### config.mk
export PLATFORM = sky130hd
export DESIGN_NAME = cfg_serial_tx
export DESIGN_NICKNAME = d
export VERILOG_FILES = /design/src/rtl/cfg_serial_tx.sv
export SDC_FILE = /design/constraint.sdc
export NUM_CORES = 1
export LEC_CHECK = 0
export ABC_AREA = 1
export BUFFER_PORTS_ARGS = -buffer_cell sky130_fd_sc_hd__clkbuf_2
export CAP_MARGIN = 20
export CORE_ASPECT_RATIO = 1.5
export CORE_MARGIN = 1
export CORE_UTILIZATION = 45
export CTS_CLUSTER_DIAMETER = 200
export CTS_CLUSTER_SIZE = 20
export DETAILED_ROUTE_END_ITERATION = 10
export GPL_TIMING_DRIVEN = 0
export MAX_ROUTING_LAYER = met4
export PLACE_DENSITY_LB_ADDON = 0.3
export SLEW_MARGIN = 10
export SYNTH_ARGS = -nofsm -noshare
export SYNTH_HDL_FRONTEND = slang
export SYNTH_SLANG_ARGS = --single-unit
### constraint.sdc
create_clock -name i_clk -period 3.08 [get_ports i_clk]
set_clock_uncertainty 0.2 [all_clocks]
set_input_delay 0.77 -clock i_clk [delete_from_list [all_inputs] [get_ports i_clk]]
set_output_delay 0.77 -clock i_clk [all_outputs]
set_load 0.03 [all_outputs]
### src/rtl/cfg_serial_tx.sv
// Serial configuration transmitter: releases the backend reset, waits for its
// synchronised ready, then shifts one word MSB-first on o_sclk/o_sdout.
`timescale 1ns/1ps

module cfg_serial_tx #(
    parameter int unsigned WORD_W        = 16,
    parameter int unsigned CLK_DIV       = 4,
    parameter int unsigned RST_CYCLES    = 8,
    parameter int unsigned READY_TIMEOUT = 256
) (
    input  logic              i_clk,
    input  logic              i_resetbALL,
    input  logic              i_start,
    input  logic [WORD_W-1:0] i_data,
    input  logic              i_ready,
    output logic              o_resetb_target,
    output logic              o_busy,
    output logic              o_done,
    output logic              o_err,
    output logic              o_sclk,
    output logic              o_sdout
);

    localparam int unsigned RST_W = (RST_CYCLES > 1)    ? $clog2(RST_CYCLES)    : 1;
    localparam int unsigned TMO_W = (READY_TIMEOUT > 1) ? $clog2(READY_TIMEOUT) : 1;
    localparam int unsigned DIV_W = (CLK_DIV > 1)       ? $clog2(CLK_DIV)       : 1;
    localparam int unsigned BIT_W = $clog2(WORD_W);

    typedef enum logic [1:0] {
        ST_RST_HOLD,
        ST_IDLE,
        ST_WAIT_RDY,
        ST_SHIFT
    } state_e;

    state_e            state_q, state_d;
    logic [RST_W-1:0]  rst_cnt_q, rst_cnt_d;
    logic [TMO_W-1:0]  tmo_cnt_q, tmo_cnt_d;
    logic [DIV_W-1:0]  div_cnt_q, div_cnt_d;
    logic [BIT_W-1:0]  bit_cnt_q, bit_cnt_d;
    logic              phase_hi_q, phase_hi_d;
    logic [WORD_W-1:0] shift_q, shift_d;
    logic              rdy_meta_q, rdy_meta_d;
    logic              rdy_sync_q, rdy_sync_d;
    logic              resetb_q, resetb_d;
    logic              busy_q, busy_d;
    logic              done_q, done_d;
    logic              err_q, err_d;
    logic              sclk_q, sclk_d;
    logic              sdout_q, sdout_d;

    // Next-state and registered-output logic
    always_comb begin
        state_d    = state_q;
        rst_cnt_d  = rst_cnt_q;
        tmo_cnt_d  = tmo_cnt_q;
        div_cnt_d  = div_cnt_q;
        bit_cnt_d  = bit_cnt_q;
        phase_hi_d = phase_hi_q;
        shift_d    = shift_q;
        rdy_meta_d = i_ready;
        rdy_sync_d = rdy_meta_q;
        resetb_d   = resetb_q;
        busy_d     = busy_q;
        done_d     = 1'b0;
        err_d      = 1'b0;
        sclk_d     = sclk_q;
        sdout_d    = sdout_q;

        case (state_q)
            ST_RST_HOLD: begin
                if (rst_cnt_q == RST_W'(RST_CYCLES - 1)) begin
                    resetb_d  = 1'b1;
                    rst_cnt_d = '0;
                    state_d   = ST_IDLE;
                end else begin
                    rst_cnt_d = rst_cnt_q + RST_W'(1);
                end
            end

            // busy_q is still high for the one cycle after done/err; starts then are dropped
            ST_IDLE: begin
                busy_d = 1'b0;
                sclk_d = 1'b0;
                if (i_start && !busy_q && resetb_q) begin
                    shift_d   = i_data;
                    busy_d    = 1'b1;
                    tmo_cnt_d = '0;
                    state_d   = ST_WAIT_RDY;
                end
            end

            ST_WAIT_RDY: begin
                if (rdy_sync_q) begin
                    div_cnt_d  = '0;
                    bit_cnt_d  = '0;
                    phase_hi_d = 1'b0;
                    sclk_d     = 1'b0;
                    sdout_d    = shift_q[WORD_W-1];
                    shift_d    = {shift_q[WORD_W-2:0], 1'b0};
                    state_d    = ST_SHIFT;
                end else if (tmo_cnt_q == TMO_W'(READY_TIMEOUT - 1)) begin
                    err_d   = 1'b1;
                    state_d = ST_IDLE;
                end else begin
                    tmo_cnt_d = tmo_cnt_q + TMO_W'(1);
                end
            end

            // Loss of ready takes priority over any bit or frame completion
            ST_SHIFT: begin
                if (!rdy_sync_q) begin
                    sclk_d  = 1'b0;
                    err_d   = 1'b1;
                    state_d = ST_IDLE;
                end else if (div_cnt_q == DIV_W'(CLK_DIV - 1)) begin
                    div_cnt_d = '0;
                    if (!phase_hi_q) begin
                        phase_hi_d = 1'b1;
                        sclk_d     = 1'b1;
                    end else if (bit_cnt_q == BIT_W'(WORD_W - 1)) begin
                        phase_hi_d = 1'b0;
                        sclk_d     = 1'b0;
                        done_d     = 1'b1;
                        state_d    = ST_IDLE;
                    end else begin
                        bit_cnt_d  = bit_cnt_q + BIT_W'(1);
                        phase_hi_d = 1'b0;
                        sclk_d     = 1'b0;
                        sdout_d    = shift_q[WORD_W-1];
                        shift_d    = {shift_q[WORD_W-2:0], 1'b0};
                    end
                end else begin
                    div_cnt_d = div_cnt_q + DIV_W'(1);
                end
            end

            default: begin
                state_d = ST_RST_HOLD;
            end
        endcase
    end

    always_ff @(posedge i_clk or negedge i_resetbALL) begin
        if (!i_resetbALL) begin
            state_q    <= ST_RST_HOLD;
            rst_cnt_q  <= '0;
            tmo_cnt_q  <= '0;
            div_cnt_q  <= '0;
            bit_cnt_q  <= '0;
            phase_hi_q <= 1'b0;
            shift_q    <= '0;
            rdy_meta_q <= 1'b0;
            rdy_sync_q <= 1'b0;
            resetb_q   <= 1'b0;
            busy_q     <= 1'b0;
            done_q     <= 1'b0;
            err_q      <= 1'b0;
            sclk_q     <= 1'b0;
            sdout_q    <= 1'b0;
        end else begin
            state_q    <= state_d;
            rst_cnt_q  <= rst_cnt_d;
            tmo_cnt_q  <= tmo_cnt_d;
            div_cnt_q  <= div_cnt_d;
            bit_cnt_q  <= bit_cnt_d;
            phase_hi_q <= phase_hi_d;
            shift_q    <= shift_d;
            rdy_meta_q <= rdy_meta_d;
            rdy_sync_q <= rdy_sync_d;
            resetb_q   <= resetb_d;
            busy_q     <= busy_d;
            done_q     <= done_d;
            err_q      <= err_d;
            sclk_q     <= sclk_d;
            sdout_q    <= sdout_d;
        end
    end

    assign o_resetb_target = resetb_q;
    assign o_busy          = busy_q;
    assign o_done          = done_q;
    assign o_err           = err_q;
    assign o_sclk          = sclk_q;
    assign o_sdout         = sdout_q;

endmodule
After elaboration in Yosys (flattened, before gate mapping)
Cells that the tools add are included.

storage, ports and cells
  register bits after elaboration = 44
  latch bits = 0
  RAM bits = 0
  ROM bits = 0
  logic and storage cells = 108
  memories kept = 0

cells by class
  add/subtract/negate cells = 4
  multipliers = 0
  divide/modulo/power cells = 0
  magnitude comparators = 0
  eq/ne operators = 20
  shifts and indexed selects = 0
  mux-type cells = 54
  bitwise operators = 0
  reductions and logical operators = 15

operators by type and width
  operator               number
  $mux W16               6
  $pmux W16 S3           1
  $mux W8                3
  $mux W2                11
  $mux W4                5
  $mux W1                19
  $ne A2 B2 Y1 const B   9
  $pmux W8 S2            1
  $ne A3 B3 Y1 const B   4
  $reduce_and A6 Y1      2
  $add A8 B1 Y8 const B  1
  $eq A8 B8 Y1 const B   1
  $pmux W2 S4            1
  $pmux W4 S2            1
  $reduce_and A4 Y1      2
  $reduce_and A7 Y1      1
  $eq A2 B2 Y1 const B   3
  $pmux W1 S2            3
  $reduce_and A3 Y1      2
  $add A4 B1 Y4 const B  1
  $eq A4 B4 Y1 const B   1
  $pmux W2 S2            1
  $reduce_bool A2 Y1     2
  $add A3 B1 Y3 const B  1
  other kinds (10)       11

Depth between registers and ports, before layout
  depth in word-level cells = 6
  mapped depth = 11
  mapped depth without buffers = 10

Least setup slack after synthesis
Ideal clock, no wire load.

  path type = in2reg
  start point = input port i_start
  end point = register shift_q[10]
  library setup time = 0.064 ns
  arrival time = 1.522 ns
  required time = 2.816 ns
  path slack = 1.294 ns
  stages = 7
  path buffers = 1
  cells stage by stage = nand3_1 > nand2_1 > nand2_1 > inv_2 > buf_2 > nand3_1 > nand2_2

on the way
  word-level cells in the longest chain between the ends = 4

RTL lines
  element                            RTL line  text
  start: declaration                 13        input logic i_start,
  $logic_and A1 B1 Y1 (2 in series)  85        if (i_start && !busy_q && resetb_q) begin
  $ne A2 B2 Y1 (no line)             -
  $reduce_and A7 Y1 (no line)        -
  end signal: assignment             168       shift_q <= shift_d;
  end: declaration                   42        logic [WORD_W-1:0] shift_q, shift_d;

Every way passes these cells.
A chain may end at the register's enable or synchronous reset.

Worst setup path after layout
  start point = register state_q[0]
  end point = register shift_q[6]

on the way
  word-level cells in the longest chain between the ends = 3
  elaborated cells between the ends (all ways) = 12

RTL lines
  element                                                       RTL line  text
  start: declaration                                            36        state_e state_q, state_d;
  start signal: assignment                                      162       state_q <= state_d;
  $eq A2 B1 Y1 or $eq A2 B2 Y1 (tied branches)                  70        case (state_q)
  $ne A2 B2 Y1 (no line) or $reduce_bool A3 Y1 (tied branches)  -
  $reduce_and A7 Y1 (no line)                                   -

Parallel ways exist; a longest one is shown, timed or not.

==> results_tabular.tex <==
\begin{tabular}{lr}
\hline
Metric & Value \\
\hline
\multicolumn{2}{l}{\textbf{Run status}} \\
\quad Result of the run & finished, final reports clean \\
\multicolumn{2}{l}{\textbf{Timing}} \\
\quad Final period utilization & 0.652 \\
\quad Number of hold-slack violations in the final timing report & 0 \\
\quad Final Hold Slack & 152 ps \\
\quad Max Slew Vio Count & 0 \\
\quad Worst-case headroom to the max-slew limit & 0.714 \\
\quad Total of endpoints with negative setup slack in the final report & 0 \\
\quad Worst-margin pin slew & about 430 ps \\
\quad Timing-limited maximum frequency & 498 MHz \\
\quad Final min period & approximately 2000 ps \\
\quad Total negative setup slack & 0 ps \\
\quad Least setup slack across all paths after layout & between 1000 and 1500 ps \\
\quad Unrepaired setup endpoints after global routing & no \\
\multicolumn{2}{l}{\textbf{Hold path}} \\
\quad Hold endpoint & rdy\_sync\_q\$\_DFF\_PN0\_ \\
\quad Hold Path Cell Cnt & 0 \\
\quad Start point of the worst hold path & rdy\_meta\_q\$\_DFF\_PN0\_ \\
\quad Worst min path class & reg -> reg \\
\multicolumn{2}{l}{\textbf{Route}} \\
\quad First drt pass iteration count & 4 \\
\quad Antenna-violating nets left & 0 \\
\quad Wire per inst & $\sim$11 um \\
\quad Total via count in the routed design & 2007 \\
\quad 1st-iter DRT viols & 80 \\
\quad DRC & 0 \\
\quad Via density per instance & 4.84 \\
\quad Final routed wirelength across all metal layers & roughly 4700 um \\
\multicolumn{2}{l}{\textbf{Finish}} \\
\quad Antenna cells & 0 \\
\quad Multi-input combinational cell area & approximately 1200 um2 \\
\quad Area taken by flip-flops and latches & $\sim$1100 um2 \\
\quad Post-layout utilization of the core & 0.538 \\
\quad Ratio of cells with drive above 1 in the final layout & 0.216 \\
\quad Synthesis-to-layout area growth & 12.9\% \\
\quad Fill cells & 511 \\
\quad Layout Nets & around 380 \\
\multicolumn{2}{l}{\textbf{Setup path}} \\
\quad Path type of the worst setup path & reg -> reg \\
\quad Setup slack on the worst flop-to-flop path & approximately 1100 ps \\
\quad CP Data Arrival Time & approximately 2000 ps \\
\quad Nature of the critical path endpoint & flop \\
\quad CP Max Fanout & 10 \\
\quad Endpoint of the lowest-slack register-to-register path & shift\_q[6]\$\_DFFE\_PN0P\_ \\
\quad RR Startpoint & state\_q[0]\$\_DFFE\_PN0P\_ \\
\quad Required time at the worst-slack endpoint & 3080 ps \\
\quad Depth of the worst register-to-register path & 9 \\
\quad Type of element launching the critical path & flop \\
\multicolumn{2}{l}{\textbf{Placed design}} \\
\quad Worst slack at placement & 1010 ps \\
\quad Routability congestion estimate from global placement & between 0.8 and 0.9 \\
\quad HPWL Detailed & about 3500 um \\
\quad Quantity of I/O buffers inserted on ports & 25 \\
\multicolumn{2}{l}{\textbf{Clock tree}} \\
\quad Num CTS Buffers & 5 \\
\quad Number of H-tree branching levels & 2 \\
\quad Buffer levels on the longest clock path & 2 \\
\quad CTS tree & yes \\
\quad Number of cells upsized or downsized after cts & 0 \\
\quad Root cell of the clock tree & sky130\_fd\_sc\_hd\_\_clkbuf\_8 \\
\quad Number of buffers inserted by post-CTS setup repair & 0 \\
\quad Number of clock sinks seen by CTS & 44 \\
\quad Source-to-sink clock delay at the later pin of the worst-skew pair & $\sim$300 ps \\
\quad Clock Pin Slew Worst Setup and Hold Paths & about 80 ps \\
\quad Hold buffer count at CTS & 0 \\
\multicolumn{2}{l}{\textbf{Pwr}} \\
\quad Power density over cell area & about 350 nW/um2 \\
\quad Switching Share & 0.212 \\
\quad Switching power of the nets & 0.210 mW \\
\quad Proportion of power drawn by flip-flops and latches & 0.586 \\
\quad Final Power & slightly below 1 mW \\
\quad Fraction of power consumed by the clock network & 0.375 \\
\quad Static leakage power & 1.51 nW \\
\quad Logic pwr share & 0.039 \\
\quad Internal portion of total power & $\sim$0.78 mW \\
\quad Largest voltage drop on the vdd net & roughly 0.00026 V \\
\multicolumn{2}{l}{\textbf{Run}} \\
\quad Maximum Capacitance Violations & 0 \\
\multicolumn{2}{l}{\textbf{Floorplan}} \\
\quad Die Span Y & approximately 93 um \\
\quad Initial cell density of the core & 0.476 \\
\quad Overall die width & approximately 63 um \\
\quad Row cnt & 32 \\
\quad Die area & between 5000 and 6000 um2 \\
\quad Boundary pin count & 26 \\
\quad Core area & $\sim$5200 um2 \\
\multicolumn{2}{l}{\textbf{Global route}} \\
\quad All-Layer GR Usage & 0.184 \\
\quad Maximum number of pins on one net before global-route repair & 31 \\
\quad First-pass GRT wire length & just over 8000 um \\
\quad Vias in the first global route & just under 2k \\
\quad Number of antenna violations at the first check in global routing & 0 \\
\quad Overall overflow remaining after global route & 0 \\
\multicolumn{2}{l}{\textbf{Logic synthesis}} \\
\quad Synth Net Count & between 300 and 400 \\
\quad Total of warnings raised by yosys & 0 \\
\quad Netlist area before placement & approximately 2500 um2 \\
\quad Post-synthesis sequential area ratio & 0.444 \\
\quad Post-synthesis cell type count & 33 \\
\quad Syn\_area\_per\_cell & 7.92 um2 \\
\quad Count of state elements after synthesis & 44 \\
\quad Post-synthesis cell count & between 300 and 400 \\
\hline
\end{tabular}
==> synth_stat cells <==
cell	count	share of area
sky130_fd_sc_hd__nor3_1	1	0.0020
sky130_fd_sc_hd__nor2_1	15	0.023
sky130_fd_sc_hd__xor2_1	1	0.0035
sky130_fd_sc_hd__nand2_2	20	0.050
sky130_fd_sc_hd__o22ai_1	1	0.0025
sky130_fd_sc_hd__buf_12	1	0.0081
sky130_fd_sc_hd__dfrtp_1	44	0.44
sky130_fd_sc_hd__o21ai_0	5	0.010
sky130_fd_sc_hd__nand2_4	1	0.0045
sky130_fd_sc_hd__nor2_2	1	0.0025
sky130_fd_sc_hd__buf_4	2	0.0061
sky130_fd_sc_hd__nand2_1	134	0.20
sky130_fd_sc_hd__a21oi_1	3	0.0061
sky130_fd_sc_hd__or2_2	1	0.0025
sky130_fd_sc_hd__inv_4	2	0.0050
sky130_fd_sc_hd__nand4_1	2	0.0050
sky130_fd_sc_hd__o21a_1	2	0.0061
sky130_fd_sc_hd__nor2_4	3	0.014
sky130_fd_sc_hd__o21ai_4	1	0.0066
sky130_fd_sc_hd__a22o_1	1	0.0035
sky130_fd_sc_hd__o21bai_1	3	0.0091
sky130_fd_sc_hd__nor2_8	1	0.0081
sky130_fd_sc_hd__o21ai_1	1	0.0020
sky130_fd_sc_hd__nand2_8	1	0.0081
sky130_fd_sc_hd__inv_1	18	0.027
sky130_fd_sc_hd__a21boi_0	1	0.0030
sky130_fd_sc_hd__nor3b_1	2	0.0061
sky130_fd_sc_hd__inv_2	3	0.0045
sky130_fd_sc_hd__buf_2	2	0.0040
sky130_fd_sc_hd__ha_1	10	0.050
sky130_fd_sc_hd__nand3_1	26	0.052
sky130_fd_sc_hd__buf_6	2	0.0091
sky130_fd_sc_hd__nand3_2	2	0.0081
==> worst max-delay path by stage <==
stage,startpoint,end
after floorplan,i_start,shift_q[10]$_DFFE_PN0P_
after global placement,i_start,shift_q[14]$_DFFE_PN0P_
after detailed placement,i_start,shift_q[8]$_DFFE_PN0P_
after CTS,state_q[0]$_DFFE_PN0P_,shift_q[10]$_DFFE_PN0P_
after global routing,state_q[0]$_DFFE_PN0P_,shift_q[14]$_DFFE_PN0P_
final,state_q[0]$_DFFE_PN0P_,shift_q[6]$_DFFE_PN0P_
==> per-layer routing <==
layer  track usage  up-vias  routed length [um]
met3        0.0431        8                 187
li1              -     1045                   -
met1         0.198      915                2070
met5             -        -                   0
met4        0.0698        0                  76
met2         0.325       39                2350
==> logic make-up (layout without fill, tap and decap cells) <==
group | after synthesis | in the layout | share of synthesized area
DFF | 44 | 44 | 0.444
AOI/OAI and AO/OA | 18 | 18 | 0.0489
and+or+nand+nor | 210 | 210 | 0.389
buffers and inverters | 30 | 64 | 0.0641
adders and majority gates | 10 | 10 | 0.0505
xor gates and xnor gates | 1 | 1 | 0.00353
==> layout make-up <==
type | count | share of cell area
multi-input cells | 239 | 0.436
clock buffers | 8 | 0.0322
inverters | 23 | 0.0326
well taps | 68 | 0.0304
flip-flops and latches | 44 | 0.393
repair buffers | 26 | 0.0518
plain buffers | 7 | 0.0241
==> placed cells by master (no fill, tap or decap) <==
cell / count
sky130_fd_sc_hd__ha_1: 10
sky130_fd_sc_hd__a21boi_0: 1
sky130_fd_sc_hd__a21oi_1: 3
sky130_fd_sc_hd__or2_2: 1
sky130_fd_sc_hd__o22ai_1: 1
sky130_fd_sc_hd__nand2_4: 1
sky130_fd_sc_hd__clkbuf_1: 2
sky130_fd_sc_hd__nor2_1: 15
sky130_fd_sc_hd__nor3b_1: 2
sky130_fd_sc_hd__a22o_1: 1
sky130_fd_sc_hd__nor2_8: 1
sky130_fd_sc_hd__nand3_2: 2
sky130_fd_sc_hd__buf_4: 2
sky130_fd_sc_hd__nor3_1: 1
sky130_fd_sc_hd__xor2_1: 1
sky130_fd_sc_hd__nor2_4: 3
sky130_fd_sc_hd__nor2_2: 1
sky130_fd_sc_hd__nand2_1: 134
sky130_fd_sc_hd__dfrtp_1: 44
sky130_fd_sc_hd__o21a_1: 2
sky130_fd_sc_hd__clkbuf_2: 25
sky130_fd_sc_hd__inv_1: 18
sky130_fd_sc_hd__nand4_1: 2
sky130_fd_sc_hd__buf_6: 2
sky130_fd_sc_hd__o21bai_1: 3
sky130_fd_sc_hd__nand2_8: 1
sky130_fd_sc_hd__buf_2: 2
sky130_fd_sc_hd__o21ai_4: 1
sky130_fd_sc_hd__nand2_2: 20
sky130_fd_sc_hd__o21ai_1: 1
sky130_fd_sc_hd__nand3_1: 26
sky130_fd_sc_hd__o21ai_0: 5
sky130_fd_sc_hd__clkbuf_8: 6
sky130_fd_sc_hd__inv_4: 2
sky130_fd_sc_hd__inv_2: 3
sky130_fd_sc_hd__buf_12: 2
==> critical path: stages, from the launching register on <==
cell and delay (ps):
sky130_fd_sc_hd__dfrtp_1 420, sky130_fd_sc_hd__inv_1 100, sky130_fd_sc_hd__ha_1 310, sky130_fd_sc_hd__nor2_4 280, sky130_fd_sc_hd__inv_1 170, sky130_fd_sc_hd__buf_6 180, sky130_fd_sc_hd__nand2_1 60, sky130_fd_sc_hd__nand2_1 40
sky130_fd_sc_hd__nand3_1 90, sky130_fd_sc_hd__nand2_2 60
==> per-stage QoR <==
| stage | cell area (um2) | instances |
|---|---|---|
| floorplan | 2480 | 313 |
| global placement | 2690 | 406 |
| detailed placement | 2710 | 407 |
| CTS | 2800 | 415 |
| global route | 2800 | 415 |
| finish | 2800 | 415 |
==> power groups by stage <==
| stage | Clock (mW) | Sequential [mW] | Combinational (mW) |
|---|---|---|---|
| final | 0.370 | 0.579 | 0.0388 |
| after CTS | 0.383 | 0.579 | 0.0402 |
| after floorplan | 0 | 0.590 | 0.0120 |
| after detailed placement | 0 | 0.590 | 0.0399 |
| after global placement | 0 | 0.590 | 0.0368 |
| after global routing | 0.404 | 0.579 | 0.0451 |
==> state kept, by name, summed over array words and instances, names as in the netlist <==
register,flops
rst_cnt_q,3
state_q,2
o_resetb_target,1
rdy_meta_q,1
tmo_cnt_q,8
phase_hi_q,1
o_err,1
shift_q,16
o_sclk,1
o_sdout,1
o_busy,1
div_cnt_q,2
o_done,1
bit_cnt_q,4
rdy_sync_q,1
Power figures use the tool's default switching activity.
